`config.mk`:
```
export PLATFORM = sky130hd
export DESIGN_NAME = svm_recall_sequencer
export DESIGN_NICKNAME = d
export VERILOG_FILES = /design/src/rtl/svm_recall_sequencer.sv
export SDC_FILE = /design/constraint.sdc
export NUM_CORES = 1
export LEC_CHECK = 0
export ABC_CLOCK_PERIOD_IN_PS = 19350
export CAP_MARGIN = 10
export CORE_MARGIN = 4
export CORE_UTILIZATION = 48
export DETAILED_ROUTE_END_ITERATION = 12
export PLACE_DENSITY = 0.63
export REMOVE_ABC_BUFFERS = 1
export SLEW_MARGIN = 10
export SYNTH_ARGS = -nofsm -noshare
export SYNTH_HDL_FRONTEND = slang
export SYNTH_SLANG_ARGS = --single-unit
```
`constraint.sdc`:
```
create_clock -name clk -period 19.35 [get_ports clk]
set_clock_uncertainty 0.05 [all_clocks]
set_input_delay 4.8375 -clock clk [delete_from_list [all_inputs] [get_ports clk]]
set_output_delay 4.8375 -clock clk [all_outputs]
set_load 0.1 [all_outputs]
```
`src/rtl/svm_recall_sequencer.sv`:
```
// svm_recall_sequencer
// Sequential scheduler for a two-feature sign-magnitude SVM recall.
// It holds up to NUM_SV support vectors in a local register file. One
// sample is taken per valid/ready handshake. A single two-term
// sign-magnitude multiply-accumulate is then stepped across the active
// support vectors, one vector per cycle. The result is the biased score
// and its class decision.
//
// Ports:
//   clk, rst         clock and synchronous active-high reset
//   cfg_we/addr/wdata support-vector write port ({s1,m1[6:0],s2,m2[6:0]})
//   cfg_err          one-cycle pulse when a write is rejected
//   n_sv, bias       active SV count and signed bias, taken at acceptance
//   in_valid/ready   sample handshake carrying x1, x2 (unsigned 7-bit)
//   out_valid/ready  result handshake carrying out_score and out_class
module svm_recall_sequencer #(
    parameter int NUM_SV = 8,
    parameter int ACC_W  = 20
) (
    input  logic                        clk,
    input  logic                        rst,
    input  logic                        cfg_we,
    input  logic [$clog2(NUM_SV):0]     cfg_addr,
    input  logic [15:0]                 cfg_wdata,
    output logic                        cfg_err,
    input  logic [$clog2(NUM_SV):0]     n_sv,
    input  logic [15:0]                 bias,
    input  logic                        in_valid,
    output logic                        in_ready,
    input  logic [6:0]                  x1,
    input  logic [6:0]                  x2,
    output logic                        out_valid,
    input  logic                        out_ready,
    output logic signed [ACC_W-1:0]     out_score,
    output logic                        out_class
);

    localparam int AW = $clog2(NUM_SV) + 1;
    localparam int SW = $clog2(NUM_SV);
    localparam logic [AW-1:0] NUM_SV_W = AW'(NUM_SV);

    typedef enum logic [1:0] {
        IDLE  = 2'd0,
        ACCUM = 2'd1,
        DONE  = 2'd2
    } state_t;

    state_t state, next_state;

    logic [15:0]              sv_mem [NUM_SV];
    logic [6:0]               x1_q, x2_q;
    logic [AW-1:0]            n_q;
    logic [AW-1:0]            idx;
    logic signed [ACC_W-1:0]  acc;

    logic                     accept;
    logic                     cfg_ok;
    logic [AW-1:0]            n_eff;
    logic [15:0]              sv_word;
    logic [13:0]              prod1, prod2;
    logic signed [ACC_W-1:0]  ext1, ext2, term;

    assign accept = in_valid && in_ready;
    assign cfg_ok = cfg_we && (state == IDLE) && (cfg_addr < NUM_SV_W);
    assign n_eff  = (n_sv > NUM_SV_W) ? NUM_SV_W : n_sv;

    // One term per cycle: magnitudes are multiplied unsigned, then the
    // sign bits pick add or subtract. A negated zero is still zero.
    assign sv_word = sv_mem[idx[SW-1:0]];
    assign prod1   = {7'b0, x1_q} * {7'b0, sv_word[14:8]};
    assign prod2   = {7'b0, x2_q} * {7'b0, sv_word[6:0]};
    assign ext1    = {{(ACC_W-14){1'b0}}, prod1};
    assign ext2    = {{(ACC_W-14){1'b0}}, prod2};
    assign term    = (sv_word[15] ? -ext1 : ext1) + (sv_word[7] ? -ext2 : ext2);

    always_ff @(posedge clk) begin
        if (rst) begin
            state <= IDLE;
        end else begin
            state <= next_state;
        end
    end

    always_comb begin
        next_state = state;
        in_ready   = 1'b0;
        out_valid  = 1'b0;
        out_score  = '0;
        out_class  = 1'b0;
        case (state)
            IDLE: begin
                in_ready = 1'b1;
                if (in_valid) begin
                    next_state = (n_eff != '0) ? ACCUM : DONE;
                end
            end
            ACCUM: begin
                if (idx == n_q - AW'(1)) begin
                    next_state = DONE;
                end
            end
            DONE: begin
                out_valid = 1'b1;
                out_score = acc;
                out_class = ~acc[ACC_W-1];
                if (out_ready) begin
                    next_state = IDLE;
                end
            end
            default: next_state = IDLE;
        endcase
    end

    // A write in the acceptance cycle lands on the same edge. Slot 0 is
    // first read in the following cycle, so it sees the new value.
    always_ff @(posedge clk) begin
        if (rst) begin
            for (int i = 0; i < NUM_SV; i++) begin
                sv_mem[i] <= 16'h0000;
            end
            x1_q    <= '0;
            x2_q    <= '0;
            n_q     <= '0;
            idx     <= '0;
            acc     <= '0;
            cfg_err <= 1'b0;
        end else begin
            cfg_err <= cfg_we && !cfg_ok;
            if (cfg_ok) begin
                sv_mem[cfg_addr[SW-1:0]] <= cfg_wdata;
            end
            if (accept) begin
                x1_q <= x1;
                x2_q <= x2;
                n_q  <= n_eff;
                idx  <= '0;
                acc  <= {{(ACC_W-16){bias[15]}}, bias};
            end else if (state == ACCUM) begin
                acc <= acc + term;
                idx <= idx + AW'(1);
            end
        end
    end

endmodule

```
Word level (Yosys, flattened, before mapping) --
Memory sizes are Yosys's and may differ from the RTL's. A register that Yosys moved wholly into a read port is not among the register bits. Index checks and enable logic that the tools add are counted.
Word-level totals: register bits after elaboration 45, RAM bits 128, bits of input ports 59, output and inout bits 24, logic and storage cells 60, memories 1
Cells by class: add/subtract/negate cells 6, multiply operators 2, $lt $le $gt $ge 2, equal/unequal tests 6, multiplexer cells 24, bitwise gates (word level) 1, reductions and logical operators 11
Memory list:
- sv_mem | words 8, bits a word 16, read ports 1, clocked after memory_dff 1, wr ports 8, line 50 | logic [15:0] sv_mem [NUM_SV];
Operator list (count):
- $mux W20 | 5
- $add A20 B20 Y20 | 2
- $neg A14 Y20 | 2
- $mul A7 B7 Y14 | 2
- $mux W16 | 1
- $reduce_or A16 Y1 | 1
- $mux W1 | 9
- $mux W3 | 3
- $mux W2 | 4
- $ne A2 B2 Y1 const B | 3
- $pmux W2 S3 | 1
- $add A4 B1 Y4 const B | 1
- $eq A4 B4 Y1 | 1
- $gt A4 B4 Y1 const B | 1
- $logic_and A1 B1 Y1 | 4
- $lt A4 B4 Y1 const B | 1
- $mux W4 | 1
- $reduce_bool A4 Y1 | 1
- $sub A4 B1 Y4 const B | 1
- $reduce_and A3 Y1 | 1
- $eq A2 B1 Y1 const B | 1
- $eq A2 B2 Y1 const B | 1
- $logic_not A2 Y1 | 1
- $reduce_bool A2 Y1 | 1
- other kinds (3) | 3

Longest topological paths before layout --
Gate-level depths: netlist of the first run.
depth in word-level cells 8, depth in mapped cells 38, gate-level depth less buffers 34

Worst setup path before layout of the first run --
No wires, ideal clock.
path kind reg-to-reg, start reg (tool-made name), end reg acc[19], setup time 0.095 ns, arrival 8.518 ns, data required time 19.205 ns, setup slack 10.686 ns, cell stages (with the launch flop) 38, buffers on the path 4, period minus slack after synthesis 8.664 ns, path through dfxtp_1 -> buf_6 -> buf_2 -> buf_1 -> mux4_2 -> mux2i_1 -> nand2b_1 -> fa_1 -> fa_1 -> inv_1 -> fa_1 -> inv_1 -> fa_1 -> inv_1 -> ha_1 -> clkbuf_1 -> and3_1 -> a21oi_1 -> (+2 left out) -> xor2_1 -> nand2_1 -> o21ai_0 -> nand2_1 -> xor2_1 -> fa_1 -> inv_1 -> ha_1 -> nand2_1 -> nor2_1 -> o21ai_0 -> a31oi_1 -> o21ai_0 -> a21oi_1 -> a21oi_1 -> a31oi_1 -> xnor3_1 -> a221oi_1
RTL lines:
- end signal: assignment | line 137 | acc <= {{(ACC_W-16){bias[15]}}, bias};
- end signal: assignment | line 139 | acc <= acc + term;
- end: declaration | line 54 | logic signed [ACC_W-1:0] acc;

==> implementation parameters, run 1 <==
Parameter                              Value

Flow run
  Max-cap viol count ... 0

Cells and area
  Ant. Diodes ... 0
  # fillers ... 2304
  Fin nets ... around 1.5k
  Seq. cell area ... ~4800 um^2
  Fraction of layout cells with a size suffix above 1 ... 7.933%
  Area of the multi-input gates ... 7570 um^2
  Area added between synthesis and finish ... 13.98%

Drt
  First drt pass iteration count ... 5
  Total routed wirelength ... 30.41 mm
  Detailed-route via count ... 8963
  Remaining antenna violation count after routing ... 0
  Via count normalized by instance count ... approximately 5.4
  Drt drc ... 0
  Average routed wire per standard cell ... 18.48 um
  Initial DRC Count ... 459

Floorplanning
  Die Footprint ... slightly below 30000 um^2
  Core Rows ... 59
  Core box area ... around 26000 um^2
  Height of the die ... 172.0 um
  Die X-Extent ... 172.0 um
  Starting density of the core ... about half
  Count of pins on the block boundary ... 83

Clock tree
  Number of buffers inserted to repair setup after CTS ... 0
  Clock input transition at the sequential cells of the worst setup and hold paths ... 0.08 ns
  Clock latency of the later-clocked register in the worst-skew pair ... around 0.44 ns
  Number of resized instances in the post-cts repair step ... 0
  Clock tree from TritonCTS ... built
  Clock tree root buffer cell ... sky130_fd_sc_hd__clkbuf_16
  Num CTS Buffers ... 17
  Maximum buffer depth of the clock tree ... 2
  H-tree Lvls ... 4
  Number of buffers added to fix hold violations after cts ... 0
  Number of clock sinks ... 176

Synth
  Share of synthesized flip-flops with an asynchronous set or reset ... 0%
  Most frequently used flop master after synthesis ... sky130_fd_sc_hd__edfxtp_1
  Cell area after synthesis ... roughly 13000 um^2
  Number of flops mapped to enable cells by yosys ... 128
  Synth area leader ... sky130_fd_sc_hd__edfxtp_1
  Number of synthesis warnings ... 0
  Per-instance average area after synthesis ... between 10 and 15 um^2
  Sequential element share of the synthesized area ... 37.20%
  Number of instances in the synthesized netlist ... 1221
  Top post-synthesis cells by count ... sky130_fd_sc_hd__and2_1, sky130_fd_sc_hd__edfxtp_1, sky130_fd_sc_hd__inv_1
  Area share of the largest cell type after synthesis ... 29.76%
  Flip-flop and latch count after synthesis ... approximately 180
  Most frequent cell after synthesis ... sky130_fd_sc_hd__and2_1
  Cell types occupying the most area after synthesis ... sky130_fd_sc_hd__edfxtp_1, sky130_fd_sc_hd__fa_1, sky130_fd_sc_hd__ha_1
  Synth unique cells ... 64

Timing
  Final-report setup violation count ... 0
  Setup TNS ... 0 ns
  Pins over their slew limit ... 0
  Period utilization ... a little under half
  Peak Freq ... 110.0 MHz
  Final min period ... 9.088 ns
  Tightest Pin Transition ... between 1 and 1.5 ns
  Final number of hold-violating endpoints ... 0
  Setup repair after global routing missed its margin ... false
  Final hold slack ... 0.4095 ns
  Headroom to the max-slew limit ... about 33%

Global route
  Most congested layer reported by global routing ... met2
  Met2 capacity usage during global routing ... a little under two fifths
  Remaining global-route overflow ... 0
  Antenna violations before repair ... 0
  Global-route wire length before repair ... 49.05 mm
  Via count of the first global-routing pass ... 9019
  Met3 capacity usage during global routing ... 3.064%
  Global-route met1 utilization ... 29.02%
  Maximum number of pins on one net before global-route repair ... 56
  GRT Resource Usage Total ... 21.37%

Setup path
  Crit path launch type ... register
  Kind of critical path ... register to register
  Worst setup EP type ... register
  Data arrival time of the worst path ... 9.38 ns
  Maximum fanout along the worst path ... 32
  Worst path top cell family by delay ... adder cells
  Data required time of the worst path ... 19.64 ns
  Largest stage delay on the critical path ... 0.67 ns
  Buf/Inv on CP ... 4
  Slowest stage cell on the critical path ... sky130_fd_sc_hd__or4b_2

Placement
  Placer congestion estimate ... 0.8829
  # port buffers ... 82
  Hpwl dp ... 21.84 mm

Min path
  Worst min-delay path category ... register to register

Power
  Leak Pwr ... 0.006091 uW
  Max IR drop VDD ... 0.05875 mV
  Power density relative to cell area ... 87.91 nW/um^2

Status
  Run status ... finished clean
-- per-stage QoR --
step | total power (uW) | worst slack, ns | area [um^2] | utilization, % | instances
global route | 1381 | 9.649 | 14720 | 56.01 | 1646
global placement | 932.8 | 10.40 | 14120 | 53.72 | 1614
CTS | 1299 | 10.24 | 14720 | 56.01 | 1646
detailed placement | 940.5 | 10.26 | 14120 | 53.72 | 1614
finish | 1294 | 10.26 | 14720 | 56.01 | 1646
floorplan | 821.2 | 10.47 | 12760 | - | 1181
-- cells in the final DEF (no fill, tap or decap), drive strengths merged, types with 20 or more instances in the layout --
cell type,instances
xor2,27
and2,141
inv,112
edfxtp,128
nand2,80
fa,68
nand2b,40
nor3,21
dfxtp,48
nor2b,74
xnor2,36
ha,86
mux4,32
o21ai,25
mux2i,20
a21oi,58
nor2,71
clkdlybuf4s50,81
-- final cells by class --
| type | instances | share of cell area [%] |
|---|---|---|
| timing repair buffer | 98 | 6.358 |
| clock inverter | 15 | 1.207 |
| sequential | 176 | 32.65 |
| inverter | 103 | 2.626 |
| clock buffer | 17 | 2.890 |
| tap | 335 | 2.847 |
| multi-input combinational | 902 | 51.42 |
-- power by group --
part	switching, uW	internal (uW)
combinational	283	208
clock	184	177
sequential	15.6	427
-- state kept, by name (all words and copies together) (netlist names), named ones only --
name	count
acc	20
cfg_err	1
idx	4
n_q	4
state	2
sv_mem	128
x1_q	7
x2_q	7
-- routing by layer --
layer  up-vias  wire [um]
li1       4346          -
met1      4398      13780
met2       196      15000
met3        23       1318
met4         0        315
met5         -          0
-- path summary, 6_finish.rpt --
| kind | from | end | slack [ns] | depth (start not counted) |
|---|---|---|---|---|
| worst min-delay path | acc[1] | acc[1] | 0.41 | 2 |
| worst min register to register | acc[1] | acc[1] | 0.41 | 2 |
| worst max-delay path | register | acc[19] | 10.26 | 28 |
| worst max register to register | register | acc[19] | 10.26 | 28 |
-- cells by family after synthesis --
| kind of cell | after synthesis | synth area share (%) |
|---|---|---|
| fa+ha+maj | 154 | 18.87 |
| mux | 55 | 7.421 |
| buf+inv | 143 | 4.224 |
| compound gates | 159 | 8.012 |
| xor+xnor | 64 | 4.447 |
| flops | 176 | 37.20 |
| simple gates | 470 | 19.82 |
-- worst min-delay path: cells and delay by family, from the launching register on --
| family | cells | cell delay, ns |
|---|---|---|
| compound gates | 1 | 0.05 |
| flops | 1 | 0.31 |
| simple gates | 1 | 0.05 |
(Power assumes the default switching activity.)
==> run 2, diff against run 1 <==
--- a/config.mk
+++ b/config.mk
@@ -5,12 +5,12 @@
 export SDC_FILE = /design/constraint.sdc
 export NUM_CORES = 1
 export LEC_CHECK = 0
-export ABC_CLOCK_PERIOD_IN_PS = 19350
+export ABC_CLOCK_PERIOD_IN_PS = 7800
 export CAP_MARGIN = 10
 export CORE_MARGIN = 4
 export CORE_UTILIZATION = 48
 export DETAILED_ROUTE_END_ITERATION = 12
-export PLACE_DENSITY = 0.63
+export PLACE_DENSITY = 0.65
 export REMOVE_ABC_BUFFERS = 1
 export SLEW_MARGIN = 10
 export SYNTH_ARGS = -nofsm -noshare
==> constraint.sdc (replaced) <==
create_clock -name clk -period 7.8 [get_ports clk]
set_clock_uncertainty 0.05 [all_clocks]
set_input_delay 1.95 -clock clk [delete_from_list [all_inputs] [get_ports clk]]
set_output_delay 1.95 -clock clk [all_outputs]
set_load 0.1 [all_outputs]
==> run 2 against run 1 <==
Non-clock buffer count increased by 109; design area increased by 8.4%; maximum frequency increased by 18%; sequential power is 150% higher; first-iteration DRC count is 2.2% higher; routed wire length increased by 0.26%; register-to-register slack got worse by 10 ns; clock power rose by 150%; power grew to 2.7 times the previous value; cell count increased by 6.6%; combinational power grew to 3.1 times the previous value.
==> implementation parameters, run 2 (synthesized netlist as in run 1, its figures left out) <==
Parameter                              Value

Timing
  Period utilization ... 98.67% (was 46.97%)
  Final number of hold-violating endpoints ... 0 (unchanged)
  Pins over their slew limit ... 0 (unchanged)
  Final-report setup violation count ... 0 (unchanged)
  Setup TNS ... 0 ns (unchanged)
  Final min period ... 7.697 ns (was 9.088 ns)
  Setup repair after global routing missed its margin ... true (was false)
  Peak Freq ... 129.9 MHz (was 110.0 MHz)
  Tightest Pin Transition ... 1.050 ns (was 1.006 ns)
  Headroom to the max-slew limit ... 29.81% (was 32.69%)

Setup path
  Most common cell type on the critical path ... sky130_fd_sc_hd__fa_1
  Slowest stage cell on the critical path ... sky130_fd_sc_hd__fa_1 (was sky130_fd_sc_hd__or4b_2)
  Largest stage delay on the critical path ... 0.55 ns (was 0.67 ns)
  Worst setup EP type ... register (unchanged)
  Kind of critical path ... register to register (unchanged)
  R2R Path End ... acc[18] (was acc[19])
  Crit path capture ... acc[18] (was acc[19])
  Data arrival time of the worst path ... 7.97 ns (was 9.38 ns)
  Worst path top cell family by delay ... adder cells (unchanged)
  Maximum fanout along the worst path ... 7 (was 32)
  Data required time of the worst path ... 8.08 ns (was 19.64 ns)
  Buf/Inv on CP ... 7 (was 4)
  Crit path launch type ... register (unchanged)
  R2r worst-path depth ... 33 (was 28)
  Worst R2R Setup Slack ... 0.10 ns (was 10.26 ns)
  Cell depth of the worst setup path ... 33 (was 28)

Clock tree
  H-tree Lvls ... 4 (unchanged)
  Number of buffers added to fix hold violations after cts ... 0 (unchanged)
  Clock input transition at the sequential cells of the worst setup and hold paths ... 0.08 ns (about the same)
  Maximum buffer depth of the clock tree ... 2 (unchanged)
  Number of clock sinks ... 176 (unchanged)
  Clock latency of the later-clocked register in the worst-skew pair ... 0.44 ns (about the same)
  Clock tree root buffer cell ... sky130_fd_sc_hd__clkbuf_16 (unchanged)
  Num CTS Buffers ... 17 (unchanged)
  Clock tree from TritonCTS ... built (unchanged)

Floorplanning
  Height of the die ... 172.0 um (unchanged)
  Core box area ... 26280 um^2 (unchanged)
  Core Rows ... 59 (unchanged)
  Count of pins on the block boundary ... 83 (unchanged)
  Die X-Extent ... 172.0 um (unchanged)
  Starting density of the core ... 49.14% (unchanged)
  Die Footprint ... 29590 um^2 (unchanged)

Power
  Leak Pwr ... 0.006749 uW (was 0.006091 uW)
  Power density relative to cell area ... 220.0 nW/um^2 (was 87.91 nW/um^2)
  Power spent charging and discharging nets ... 1262 uW (was 482.5 uW)
  Max IR drop VDD ... 0.1502 mV (was 0.05875 mV)
  Internal power contribution ... 2249 uW (was 811.6 uW)
  Relative contribution of sequential cells to total power ... 31.3% (was 34.2%)
  Combinational cell fraction of total power ... 43.5% (was 37.9%)
  Sw Share ... 35.94% (was 37.28%)
  Clock network fraction of design power ... 25.2% (was 27.9%)

Min path
  Worst min-delay path category ... register to register (unchanged)

Placement
  Placer congestion estimate ... 0.8694 (was 0.8829)
  Hpwl dp ... 22.61 mm (was 21.84 mm)
  # port buffers ... 82 (unchanged)

Cells and area
  Most frequent standard cell in the layout excluding fill and tap cells ... sky130_fd_sc_hd__and2_1 (unchanged)
  Fin nets ... 1620 (was 1511)
  Leading cell types in the layout, fill and taps excluded ... sky130_fd_sc_hd__and2_1, sky130_fd_sc_hd__edfxtp_1, sky130_fd_sc_hd__buf_4, sky130_fd_sc_hd__inv_1 (was sky130_fd_sc_hd__and2_1, sky130_fd_sc_hd__edfxtp_1, sky130_fd_sc_hd__inv_1, sky130_fd_sc_hd__ha_1, sky130_fd_sc_hd__clkdlybuf4s50_1)
  Area added between synthesis and finish ... 23.53% (was 13.98%)
  Fraction of layout cells with a size suffix above 1 ... 18.80% (was 7.933%)
  Largest registers ranked by flip-flop count ... sv_mem: 128 flops, acc: 20 flops (unchanged)
  Register ranked first by flip-flop count ... sv_mem (unchanged)
  # fillers ... 2175 (was 2304)
  Max FFs per register ... 128 (unchanged)
  Ant. Diodes ... 0 (unchanged)
  Core Util, Final ... 60.71% (was 56.01%)

Drt
  Remaining antenna violation count after routing ... 0 (unchanged)
  Total routed wirelength ... 30.49 mm (was 30.41 mm)
  Detailed-route via count ... 9295 (was 8963)
  Drt drc ... 0 (unchanged)
  First drt pass iteration count ... 5 (unchanged)
  Initial DRC Count ... 469 (was 459)
  Via count normalized by instance count ... 5.296 (was 5.445)
  Average routed wire per standard cell ... 17.37 um (was 18.48 um)

Global route
  Maximum number of pins on one net before global-route repair ... 55 (was 56)
  Via count of the first global-routing pass ... 9613 (was 9019)
  Global-route wire length before repair ... 49.69 mm (was 49.05 mm)
  Antenna violations before repair ... 0 (unchanged)
  Remaining global-route overflow ... 0 (unchanged)
  GRT Resource Usage Total ... 21.36% (was 21.37%)

Status
  Run status ... finished clean (unchanged)

Flow run
  Max-cap viol count ... 0 (unchanged)
[run 2: cell types whose count changed in the layout (fill, tap and decap cells not counted), sizes merged]
cell | before | now
buf | 17 | 126
inv | 112 | 110
clkinv | 5 | 6
clkinvlp | 1 | 2
[run 2: area by class of cell]
cell class	count	area [um^2]	share of cell area, %
Sequential cell	176	4808	30.14
Clock inverter	15	180.2	1.129
Clock buffer	17	425.4	2.666
Multi-Input combinational cell	902	7915	49.61
Tap cell	335	419.2	2.627
Timing Repair Buffer	207	1819	11.40
Inverter	103	386.6	2.423
[run 2: worst min path at each step]
stage               cells after the start     end  startpoint
detailed placement                      2  acc[3]      acc[3]
CTS                                     2  acc[3]      acc[3]
global route                            2  acc[1]      acc[1]
floorplan                               2  acc[1]      acc[1]
finish                                  2  acc[3]      acc[3]
global placement                        2  acc[3]      acc[3]
[run 2: repair_timing]
action	in CTS	in global routing
pin swaps	8	48
gates resized for setup	21	56
setup endpoints to repair	4	8
setup buffers	3	10
[run 2: power groups by stage]
stage / registers (uW) / clock network, uW / logic, uW
2_1_floorplan: 1110 / 0 / 924
3_3_place_gp: 1120 / 0 / 1370
3_5_place_dp: 1120 / 0 / 1390
4_1_cts: 1100 / 896 / 1430
5_1_grt: 1110 / 934 / 1710
6_report: 1100 / 886 / 1530
[run 2: worst register-to-register path: cells and delay by family, from the launching register on]
kind	cells	cell delay [ns]
xor gates and xnor gates	2	0.28
muxes	3	0.85
adders and majority gates	7	2.93
buffers and inverters	7	0.58
and+or+nand+nor	7	1.38
DFF	1	0.38
AOI/OAI and AO/OA	7	1.16
[run 2: stage by stage]
stage / setup slack, ns / hold WS, ns / instance area (um^2) / power [uW] / std cells
after detailed placement: -0.2153 / 0.3968 / 14890 / 2514 / 1710
after CTS: 0.003698 / 0.4081 / 15610 / 3426 / 1745
final: 0.1035 / 0.4085 / 15950 / 3511 / 1755
after global routing: -0.2345 / 0.4317 / 15950 / 3753 / 1755
after global placement: -0.1077 / 0.3945 / 14890 / 2492 / 1710
after floorplan: -1.085 / 0.3803 / 12760 / 2037 / 1181
[run 2: per-layer routing]
| metal | part of all wire [%] | vias up | wire length (um) | track usage (%) |
|---|---|---|---|---|
| met5 | 0 | - | 0 | 0 |
| met4 | 1.8 | 0 | 542 | 5.400 |
| met3 | 3.1 | 39 | 945 | 2.606 |
| met2 | 51 | 153 | 15530 | 38.40 |
| met1 | 44 | 4531 | 13470 | 27.51 |
| li1 | - | 4572 | - | - |
==> run 3, diff against run 2 <==
--- a/config.mk
+++ b/config.mk
@@ -10,6 +10,7 @@
 export CORE_MARGIN = 4
 export CORE_UTILIZATION = 48
 export DETAILED_ROUTE_END_ITERATION = 12
+export HOLD_SLACK_MARGIN = 0.02
 export PLACE_DENSITY = 0.65
 export REMOVE_ABC_BUFFERS = 1
 export SLEW_MARGIN = 10
==> results of run 3 <==
Same layout as run 2: the final DEF is identical, and so are final timing and power.
==> variant: new RTL, config.mk and constraints of run 2 <==
Add an input register stage for `cfg_wdata`, without a reset; this delays it by one clock. The other inputs are not delayed to match.
--- a/src/rtl/svm_recall_sequencer.sv
+++ b/src/rtl/svm_recall_sequencer.sv
@@ -46,2 +46,8 @@
     } state_t;
+
+    logic [15:0] cfg_wdata_q;
+
+    always_ff @(posedge clk) begin
+        cfg_wdata_q <= cfg_wdata;
+    end
 
@@ -129,3 +135,3 @@
             if (cfg_ok) begin
-                sv_mem[cfg_addr[SW-1:0]] <= cfg_wdata;
+                sv_mem[cfg_addr[SW-1:0]] <= cfg_wdata_q;
             end
Behaviour: not the same (Yosys sat finds a counterexample within 4 cycles, from zero or initial values and one cycle with rst high).
==> variant against run 2 <==
  * The flow now finishes with violations (setup timing)
  * Area after synthesis increased by 4.2%
  * Global-route usage increased by 0.87 points
  * Design area rose by 7.9%
  * Non-clock buffer count is 39 higher
  * Sequential cell count grew 16
  * Total power increased by 20%
  * Routed wire length rose by 11%
  * Worst setup slack worse by 0.17 ns
  * Sequential power is 10% higher
  * Clock power is 6.3% higher
==> variant: results (changes against run 2) <==
- Area share of xor/xnor cells in the synthesized design: 3.971% (was 4.447%)
- Maximum number of pins on one net before global-route repair: 39 (was 55)
- Final clock-cell share: 3.648% (was 3.796%)
* Worst-case hold path end point: n_q[2] (was acc[3])
- The fill cell instance count of the final layout is 2248 (was 2175).
- Amount of wire on met2 after detailed routing: 17.70 mm (was 15.53 mm)
- The post-layout worst setup margin came to -0.06758 ns (was 0.1035 ns).
- Final setup violating endpoints: 1 (was 0)
- Result of the run: finished, violations left (was complete, no violations)
- The per-cell via count in the routed design is 5.356 (was 5.296).
- Post-CTS setup buffer count: 27 (was 3)
- Multi-input comb cells: 923 (was 902)
- Count of inverters not on the clock network in the layout: 107 (was 103)
- The post-route worst hold slack is 0.4290 ns (was 0.4085 ns).
- The number of gates given a new drive strength after cts is 72 (was 21).
- The share of power burned in combinational logic came to 48.9% (was 43.5%).
* Initial DRC Count: 686 (was 469)
- Worst slew margin relative to its limit: 34.40% (was 29.81%)
- The startpoint of the tightest hold check path is n_q[2] (was acc[3]).
- The reported combinational group power came to 2.05 mW (was 1.53 mW).
- The synthesized-area fraction occupied by ao, oa, aoi and oai cells is 8.064% (was 8.012%).
- The global-route wire length before repair is 54.32 mm (was 49.69 mm).
* Reg2reg path depth: 34 (was 33)
- The checks that failed: setup timing.
- The area of the multi-input gates was 8386 sq um (was 7915 sq um).
- The met3 global-route usage was 2.820% (was 2.606%).
* Detailed route wirelength on metal3: 1.249 mm (was 945 um)
- The register bit total from synthesis is 192 (was 176).
- The routed metal-1 wirelength came to 13.99 mm (was 13.47 mm).
* Half-perimeter wire length of the detailed placement result: 23.43 mm (was 22.61 mm)
- The overall track demand over capacity in global routing is 22.23% (was 21.36%).
[variant: worst max path at each step]
stage | end | slack [ns] | depth (start not counted)
6_report | acc[19] | -0.07 | 34
5_1_grt | acc[19] | -0.38 | 35
4_1_cts | acc[19] | -0.01 | 33
3_5_place_dp | acc[19] | -0.53 | 31
3_3_place_gp | acc[19] | -0.30 | 33
2_1_floorplan | acc[19] | -1.42 | 31
[variant: through the flow]
| stage | worst slack, ns | utilization (%) | TNS, ns | cells |
|---|---|---|---|---|
| floorplan | -1.418 | - | -8.796 | 1222 |
| global placement | -0.2998 | 56.40 | -0.8949 | 1813 |
| detailed placement | -0.5302 | 56.40 | -1.608 | 1813 |
| CTS | -0.01404 | 60.91 | -0.01404 | 1874 |
| global route | -0.3758 | 62.14 | -1.301 | 1878 |
| finish | -0.06758 | 62.14 | -0.06758 | 1878 |
